File: config.mk
export PLATFORM = sky130hd
export DESIGN_NAME = bcd_to_binary_seq
export DESIGN_NICKNAME = d
export VERILOG_FILES = /design/src/rtl/bcd_to_binary_seq.sv
export SDC_FILE = /design/constraint.sdc
export NUM_CORES = 1
export LEC_CHECK = 0
export CAP_MARGIN = 20
export CORE_MARGIN = 5
export CORE_UTILIZATION = 56
export DETAILED_ROUTE_END_ITERATION = 16
export HOLD_SLACK_MARGIN = 0.05
export PLACE_DENSITY = 0.84
export SYNTH_ARGS = -nofsm -noshare
export SYNTH_HDL_FRONTEND = slang
export SYNTH_SLANG_ARGS = --single-unit
File: constraint.sdc
create_clock -name clk_i -period 3.67 [get_ports clk_i]
set_input_delay 0.5505 -clock clk_i [delete_from_list [all_inputs] [get_ports clk_i]]
set_output_delay 0.5505 -clock clk_i [all_outputs]
set_load 0.03 [all_outputs]
File: src/rtl/bcd_to_binary_seq.sv
// Sequential BCD-to-binary converter (reverse double-dabble), one shift/correct step per clock.
// Optional digit-range check is enabled by defining BCD2BIN_ERRCHK_EN.
module bcd_to_binary_seq #(
  parameter int NUM_DIGITS = 3,
  parameter int BIN_W      = 10
) (
  input  logic                    clk_i,
  input  logic                    rst_i,
  input  logic                    in_valid_i,
  output logic                    in_ready_o,
  input  logic [4*NUM_DIGITS-1:0] in_bcd_i,
  output logic                    out_valid_o,
  input  logic                    out_ready_i,
  output logic [BIN_W-1:0]        out_bin_o,
  output logic                    out_err_o
);

  localparam int DIG_W  = 4 * NUM_DIGITS;
  localparam int SREG_W = DIG_W + BIN_W;
  localparam int CNT_W  = $clog2(BIN_W + 1);

  typedef enum logic [1:0] {IDLE, CONV, DONE} state_t;

  state_t              state_q, state_d;
  logic [SREG_W-1:0]   sreg_q, sreg_d, step;
  logic [CNT_W-1:0]    cnt_q, cnt_d;
  logic [BIN_W-1:0]    out_bin_q, out_bin_d;

`ifdef BCD2BIN_ERRCHK_EN
  logic bad_q, bad_d;
  logic out_err_q, out_err_d;

  function automatic logic has_bad_digit(input logic [DIG_W-1:0] bcd);
    logic bad;
    bad = 1'b0;
    for (int i = 0; i < NUM_DIGITS; i++) begin
      if (bcd[4*i +: 4] > 4'd9) bad = 1'b1;
    end
    return bad;
  endfunction
`endif

  // State register
  always_ff @(posedge clk_i or posedge rst_i) begin
    if (rst_i) state_q <= IDLE;
    else       state_q <= state_d;
  end

  // Next-state logic
  always_comb begin
    state_d = state_q;
    case (state_q)
      IDLE:    if (in_valid_i) state_d = CONV;
      CONV:    if (cnt_q == CNT_W'(BIN_W)) state_d = DONE;
      DONE:    if (out_ready_i) state_d = IDLE;
      default: state_d = IDLE;
    endcase
  end

  // Outputs
  always_comb begin
    in_ready_o  = (state_q == IDLE);
    out_valid_o = (state_q == DONE);
    out_bin_o   = out_bin_q;
`ifdef BCD2BIN_ERRCHK_EN
    out_err_o   = out_err_q;
`else
    out_err_o   = 1'b0;
`endif
  end

  // One step: shift right, then subtract 3 from every digit field that reached 8 or more
  always_comb begin
    step = sreg_q >> 1;
    for (int i = 0; i < NUM_DIGITS; i++) begin
      if (step[BIN_W+4*i +: 4] >= 4'd8)
        step[BIN_W+4*i +: 4] = step[BIN_W+4*i +: 4] - 4'd3;
    end
  end

  always_comb begin
    sreg_d    = sreg_q;
    cnt_d     = cnt_q;
    out_bin_d = out_bin_q;
`ifdef BCD2BIN_ERRCHK_EN
    bad_d     = bad_q;
    out_err_d = out_err_q;
`endif
    case (state_q)
      IDLE: begin
        if (in_valid_i) begin
          sreg_d = {in_bcd_i, {BIN_W{1'b0}}};
          cnt_d  = '0;
`ifdef BCD2BIN_ERRCHK_EN
          bad_d  = has_bad_digit(in_bcd_i);
`endif
        end
      end
      CONV: begin
        if (cnt_q == CNT_W'(BIN_W)) begin
`ifdef BCD2BIN_ERRCHK_EN
          out_bin_d = bad_q ? '0 : sreg_q[BIN_W-1:0];
          out_err_d = bad_q;
`else
          out_bin_d = sreg_q[BIN_W-1:0];
`endif
        end else begin
          sreg_d = step;
          cnt_d  = cnt_q + CNT_W'(1);
        end
      end
      DONE: begin
`ifdef BCD2BIN_ERRCHK_EN
        if (out_ready_i) out_err_d = 1'b0;
`endif
      end
      default: ;
    endcase
  end

  always_ff @(posedge clk_i or posedge rst_i) begin
    if (rst_i) begin
      sreg_q    <= '0;
      cnt_q     <= '0;
      out_bin_q <= '0;
`ifdef BCD2BIN_ERRCHK_EN
      bad_q     <= 1'b0;
      out_err_q <= 1'b0;
`endif
    end else begin
      sreg_q    <= sreg_d;
      cnt_q     <= cnt_d;
      out_bin_q <= out_bin_d;
`ifdef BCD2BIN_ERRCHK_EN
      bad_q     <= bad_d;
      out_err_q <= out_err_d;
`endif
    end
  end

endmodule
==> reports/qor.csv, run 1 <==
metric;value;unit
TritonCTS clock tree;built;
Tcrit/Tclk final;61.26;%
routed wire length;3327;um
internal power;1183;uW
aggregate global routing overflow;0;
Pwr Density;910.7;mW/mm2
sequential share of power;39.3;%
synth top area cells;dfrtp_1, mux2_2, a22o_1;
Critical Path AT;1.70;ns
LEAKAGE;0.0009851;uW
Starting Density;57.46;%
clock buffer count from CTS;5;
Critical Path Max Stage Delay;0.70;ns
clock-pin slew on the worst setup and hold paths;0.12;ns
first-pass GRT wire length;5782;um
HP Start;sreg_q[10];
Final setup viols;0;
vias in the first global route;1264;
FF-to-FF path depth;7;
cell count after synthesis;155;
Nets;203;
Async SR Flop Fraction;100.0;%
outcome;complete, no violations;
CP cell instances;nor2_1 > clkdlybuf4s50_1;
FF-to-FF Start;cnt_q[0];
Clock Skew;0.007105;ns
WHS;0.5070;ns
Synth warnings;0;
total negative slack;0;ns
actual slew at the worst max-slew pin;0.7569;ns
I/O pin total;29;
min cycle time layout;2.248;ns
overall routing resource usage;17.61;%
Post-CTS Setup Bufs;0;
Synth Area per Inst;11.13;um2
die span in y;65.51;um
Tot Pwr;1903;uW
CTS Root Cell;clkbuf_4;
crit path buf inv count;1;
Core ar.;0.003003;mm2
ys flop type;dfrtp_1;
routed len/inst;15.47;um
kind of critical path;reg -> out;
Initial DRC Count;83;
worst vdd ir;0.4810;mV
Critical Path End Type;output pin;
Hold Crit Depth;2;
antenna diode count;0;
Logic pwr share;42.2;%
most common cell in the netlist;dfrtp_1;
Clock power frac;18.5;%
Largest delay share family, worst path;buffers and inverters;
Post-synth top cells;dfrtp_1, nand2_1, a22o_1;
Synth top area share;55.11;%
# rows;20;
switching pwr;720.2;uW
clk_lat worst skew;0.34;ns
WP data required;3.12;ns
Final Wtd Congestion;0.7957;
H-tree depth;2;
hpwl dp;2251;um
Max Clock Freq;444.8;MHz
MaxCap Viol Count;0;
drt via density;5.865;
Final ANT Viol Nets;0;
worst reg2reg setup slack;1.66;ns
startpoint class of the critical path;register;
antenna violations before repair;0;
maximum fanout along the worst path;6;
Yosys reg bits;38;
number of cells on the critical path;2;
Cell Area, Synth;0.001725;mm2
Post-CTS Hold Fix Bufs;0;
clk buf depth;2;
Unique masters post-synth;31;
DRC viols;0;
post-synthesis sequential area ratio;55.11;%
clock sinks;38;
TritonRoute pass-1 iters;4;
crit path from;state_q[1];
Area Overhead vs Synth;21.10;%
post-cts gate resize count;0;
die width;65.51;um
largest net degree at the start of global routing;39;
Switching Share;37.85;%
slowest CP cell;clkdlybuf4s50_1;
final hold vios;0;
via count;1261;
Post-synth EDFFs;0;
final slew viol count;0;
Yosys top cell by area;dfrtp_1;
Port-buffer cells;27;
share of post-route cells with drive strength above 1;11.54;%
DIE AREA;0.004291;mm2
Hold WC Path Type;reg -> reg;
relative slew slack;49.36;%
Syn Nets;177;
RSZ-0062 raised after global routing;no;
[sequential cells by signal, summed over array words and instances, names as in the netlist]
| signal | flops |
|---|---|
| sreg_q | 22 |
| cnt_q | 4 |
| out_bin_o | 10 |
| state_q | 2 |
[routing by layer]
| layer | vias up | part of all wire [%] | wire [um] | GRT usage [%] |
|---|---|---|---|---|
| li1 | 584 | - | - | - |
| met1 | 613 | 43 | 1440 | 22.65 |
| met2 | 55 | 49 | 1623 | 28.32 |
| met3 | 9 | 6.1 | 202 | 5.128 |
| met4 | 0 | 1.8 | 61 | 6.218 |
| met5 | - | 0 | 0 | 0 |
[cells by family (layout without fill, tap and decap cells)]
family / Yosys count / in the layout / synth area share (%)
adder cells (fa/ha/maj): 6 / 6 / 4.351
flip-flops: 38 / 38 / 55.11
AO/OA/AOI/OAI: 41 / 41 / 16.39
other: 1 / 1 / 0.2173
buffers and inverters: 17 / 44 / 5.293
multiplexers: 11 / 11 / 7.107
XOR/XNOR: 4 / 4 / 2.030
AND/OR/NAND/NOR: 37 / 37 / 9.500
[stage by stage]
| stage | utilization (%) | worst slack, ns | cell area, um2 | instances |
|---|---|---|---|---|
| 5_1_grt | 69.58 | 1.324 | 2090 | 215 |
| 4_1_cts | 69.58 | 1.408 | 2090 | 215 |
| 2_1_floorplan | - | 2.135 | 1725 | 155 |
| 3_3_place_gp | 66.04 | 1.491 | 1983 | 207 |
| 6_report | 69.58 | 1.422 | 2090 | 215 |
| 3_5_place_dp | 66.04 | 1.418 | 1983 | 207 |
[path summary, 6_finish.rpt]
kind,endpoint
max in group asynchronous,sreg_q[21]
setup / recovery,in_ready_o
hold reg to reg,sreg_q[10]
setup reg to reg,sreg_q[15]
hold / removal,sreg_q[10]
min in group asynchronous,out_bin_o[9]
[final cells by class]
| type | instances | area, um2 |
|---|---|---|
| Sequential cell | 38 | 950.9 |
| Fill cell | 221 | 913.4 |
| Multi-Input combinational cell | 100 | 683.2 |
| Timing Repair Buffer | 28 | 277.8 |
| Clock inverter | 3 | 68.82 |
| Tap cell | 33 | 41.29 |
| Clock buffer | 5 | 37.54 |
| Inverter | 8 | 30.03 |
[cells in the final DEF (no fill, tap or decap), drive strengths merged]
cell / synthesis / routed
dfrtp: 38 / 38
clkdlybuf4s50: 0 / 27
nand2: 19 / 19
a22o: 11 / 11
mux2: 10 / 10
nor2: 9 / 9
o21ai: 9 / 9
inv: 8 / 8
ha: 6 / 6
a31oi: 5 / 5
clkbuf: 1 / 5
xnor2: 4 / 4
a21oi: 4 / 4
o211ai: 4 / 4
nand2b: 3 / 3
a21o: 3 / 3
o22ai: 2 / 2
bufinv: 0 / 2
nor2b: 2 / 2
and3b: 1 / 1
o21bai: 1 / 1
and2: 1 / 1
nand3: 1 / 1
nor3: 1 / 1
a32o: 1 / 1
o31ai: 1 / 1
mux2i: 1 / 1
conb: 1 / 1
clkinv: 0 / 1
buf: 8 / 1
[power by group through the flow]
stage	Combinational, uW	Sequential [uW]	Clock, uW
floorplan	527	809	0
global placement	765	736	0
detailed placement	799	750	0
CTS	809	746	360
global route	897	771	378
finish	802	748	353
[worst reg2reg max path: cells and delay by family, from the launching register on]
family | cells | cell delay [ns]
and+or+nand+nor | 1 | 0.24
DFF | 1 | 0.42
adders and majority gates | 1 | 0.15
buffers and inverters | 2 | 0.36
AOI/OAI and AO/OA | 3 | 0.73
(Power assumes the default switching activity.)
==> run 2, diff against run 1 <==
--- a/config.mk
+++ b/config.mk
@@ -7,10 +7,10 @@
 export LEC_CHECK = 0
 export CAP_MARGIN = 20
 export CORE_MARGIN = 5
-export CORE_UTILIZATION = 56
+export CORE_UTILIZATION = 52
 export DETAILED_ROUTE_END_ITERATION = 16
 export HOLD_SLACK_MARGIN = 0.05
-export PLACE_DENSITY = 0.84
+export PLACE_DENSITY = 0.78
 export SYNTH_ARGS = -nofsm -noshare
 export SYNTH_HDL_FRONTEND = slang
 export SYNTH_SLANG_ARGS = --single-unit
==> constraint.sdc (replaced) <==
create_clock -name clk_i -period 2.1 [get_ports clk_i]
set_input_delay 0.315 -clock clk_i [delete_from_list [all_inputs] [get_ports clk_i]]
set_output_delay 0.315 -clock clk_i [all_outputs]
set_load 0.03 [all_outputs]
==> reports/qor.csv, run 2 (synthesis gave the netlist of run 1 again) <==
metric;value;unit;change
worst reg2reg setup slack;0.24;ns;-1.42 ns
clock buffer count from CTS;5;;unchanged
DRC viols;0;;unchanged
hpwl dp;2449;um;+8.8%
most frequent cells in the layout;dfrtp_1, clkdlybuf4s50_1, nand2_1, a22o_1, mux2_2;;
die span in y;67.60;um;+3.2%
relative slew slack;66.32;%;+17 points
sequential share of power;41.2;%;+1.9 points
Clock Skew;0.007087;ns;-0.00001837 ns
Hold WC Path Type;in -> async;;
DIE AREA;0.004570;mm2;+6.5%
Tot Pwr;3152;uW;+66%
final slew viol count;0;;unchanged
crit path from;cnt_q[0];;
via count;1248;;-1.0%
Clock power frac;12.7;%;-5.8 points
share of post-route cells with drive strength above 1;13.44;%;+1.9 points
routed len/inst;14.50;um;-6.3%
clock-pin slew on the worst setup and hold paths;0.11;ns;about the same
I/O pin total;29;;unchanged
drt via density;5.379;;-8.3%
max FFs per register;22;;unchanged
Post-CTS Setup Bufs;0;;unchanged
Area Overhead vs Synth;21.61;%;
largest net degree at the start of global routing;39;;unchanged
Logic pwr share;46.1;%;+3.9 points
R2R Path End;out_bin_o[9];;
slowest CP cell;and2_1;;
FF-to-FF Start;cnt_q[0];;
switching pwr;1256;uW;+74%
Top reg by flops;sreg_q;;
die width;67.60;um;+3.2%
clk buf depth;2;;unchanged
worst slack, placed;0.2533;ns;-1.165 ns
CTS Root Cell;clkbuf_4;;
overall routing resource usage;17.13;%;-0.48 points
maximum fanout along the worst path;11;;+5
Final setup viols;0;;unchanged
Initial DRC Count;91;;+9.6%
Final Wtd Congestion;0.8212;;+3.2%
vias in the first global route;1213;;-4.0%
commonest non-fill, non-tap cell in the layout;dfrtp_1;;
FF-to-FF path depth;5;;-2
# rows;21;;+5.0%
outcome;complete, no violations;;
Final ANT Viol Nets;0;;unchanged
crit path capture;out_bin_o[9];;
MaxCap Viol Count;0;;unchanged
Switching Share;39.85;%;+2.0 points
Max Clock Freq;536.9;MHz;
clk_lat worst skew;0.34;ns;about the same
final hold vios;0;;unchanged
first-pass GRT wire length;5727;um;-0.95%
worst vdd ir;0.8295;mV;+72%
Critical Path Max Stage Delay;0.47;ns;-0.23 ns
Final WS setup;0.2376;ns;-1.184 ns
Nets;207;;+2.0%
Core ar.;0.003284;mm2;+9.4%
clock sinks;38;;unchanged
TritonRoute pass-1 iters;4;;unchanged
antenna diode count;0;;unchanged
Starting Density;52.53;%;-4.9 points
TritonCTS clock tree;built;;
Port-buffer cells;27;;unchanged
total negative slack;0;ns;unchanged
startpoint class of the critical path;register;;
aggregate global routing overflow;0;;unchanged
antenna violations before repair;0;;unchanged
internal power;1896;uW;+60%
Tcrit/Tclk final;88.69;%;
WP data required;2.33;ns;-0.79 ns
LEAKAGE;0.001018;uW;+3.4%
H-tree depth;2;;unchanged
kind of critical path;reg -> reg;;
routed wire length;3365;um;+1.1%
Pwr Density;1502;mW/mm2;+65%
min cycle time layout;1.862;ns;
Critical Path AT;2.10;ns;+0.40 ns
actual slew at the worst max-slew pin;0.5051;ns;-0.2517 ns
RSZ-0062 raised after global routing;no;;
CP cell instances;inv_1 > ha_1 > and3b_1 > and2_1 > mux2_2;;
Critical Path End Type;register;;
-- run 2: cell count changes in the layout (fill, tap and decap cells not counted), sizes merged --
cell and delta:
dlymetal6s2s +2, clkdlybuf4s50 -2, clkbuf +1, buf +4, bufinv -2, clkinvlp +1
-- run 2: area by class of cell --
class / instances / area [um2]
clock buffers: 6 / 51.30
flip-flops and latches: 38 / 950.9
fillers: 287 / 1186
inverters: 8 / 30.03
multi-input cells: 100 / 683.2
clock inverters: 2 / 12.51
well taps: 46 / 57.56
repair buffers: 32 / 312.8
-- run 2: worst min-delay path by stage --
stage	from	end	slack (ns)	depth (start not counted)
2_1_floorplan	sreg_q[10]	sreg_q[10]	0.45	2
3_3_place_gp	sreg_q[10]	sreg_q[10]	0.47	2
3_5_place_dp	sreg_q[10]	sreg_q[10]	0.47	2
4_1_cts	rst_i	out_bin_o[0]	0.39	3
5_1_grt	rst_i	out_bin_o[2]	0.44	3
6_report	rst_i	out_bin_o[2]	0.37	3
-- run 2: what timing repair did --
action                                  4_1_cts  5_1_grt
endpoints found under the hold margin         0        0
resized for setup                             0        2
hold buffers                                  0        0
endpoints found under the setup margin        0        2
-- run 2: per-stage QoR --
step / hold slack [ns] / std cells / instance area (um2) / util (%)
floorplan: 0.4502 / 155 / 1725 / -
global placement: 0.4695 / 224 / 2029 / 61.79
detailed placement: 0.4739 / 224 / 2029 / 61.79
CTS: 0.3888 / 232 / 2093 / 63.73
global route: 0.4364 / 232 / 2098 / 63.89
finish: 0.3693 / 232 / 2098 / 63.89
-- run 2: metal layers --
layer,wire [um],part of all wire (%),vias to the layer above,global-route usage [%]
met1,1478,44,621,22.00
met2,1719,51,28,27.46
met4,21,0.62,0,5.316
met5,0,0,-,0
met3,146,4.3,2,5.491
li1,-,-,597,-
-- run 2: power groups by stage --
| stage | logic, uW | clock network (uW) | registers, uW |
|---|---|---|---|
| detailed placement | 1470 | 0 | 1310 |
| global route | 1620 | 446 | 1350 |
| floorplan | 920 | 0 | 1410 |
| CTS | 1480 | 413 | 1300 |
| finish | 1450 | 401 | 1300 |
| global placement | 1390 | 0 | 1290 |
-- run 2: worst max-delay path: cells and delay by family, from the launching register on --
kind	cells	cell delay, ns
and+or+nand+nor	2	0.70
DFF	1	0.41
muxes	1	0.40
adders and majority gates	1	0.14
buffers and inverters	1	0.10
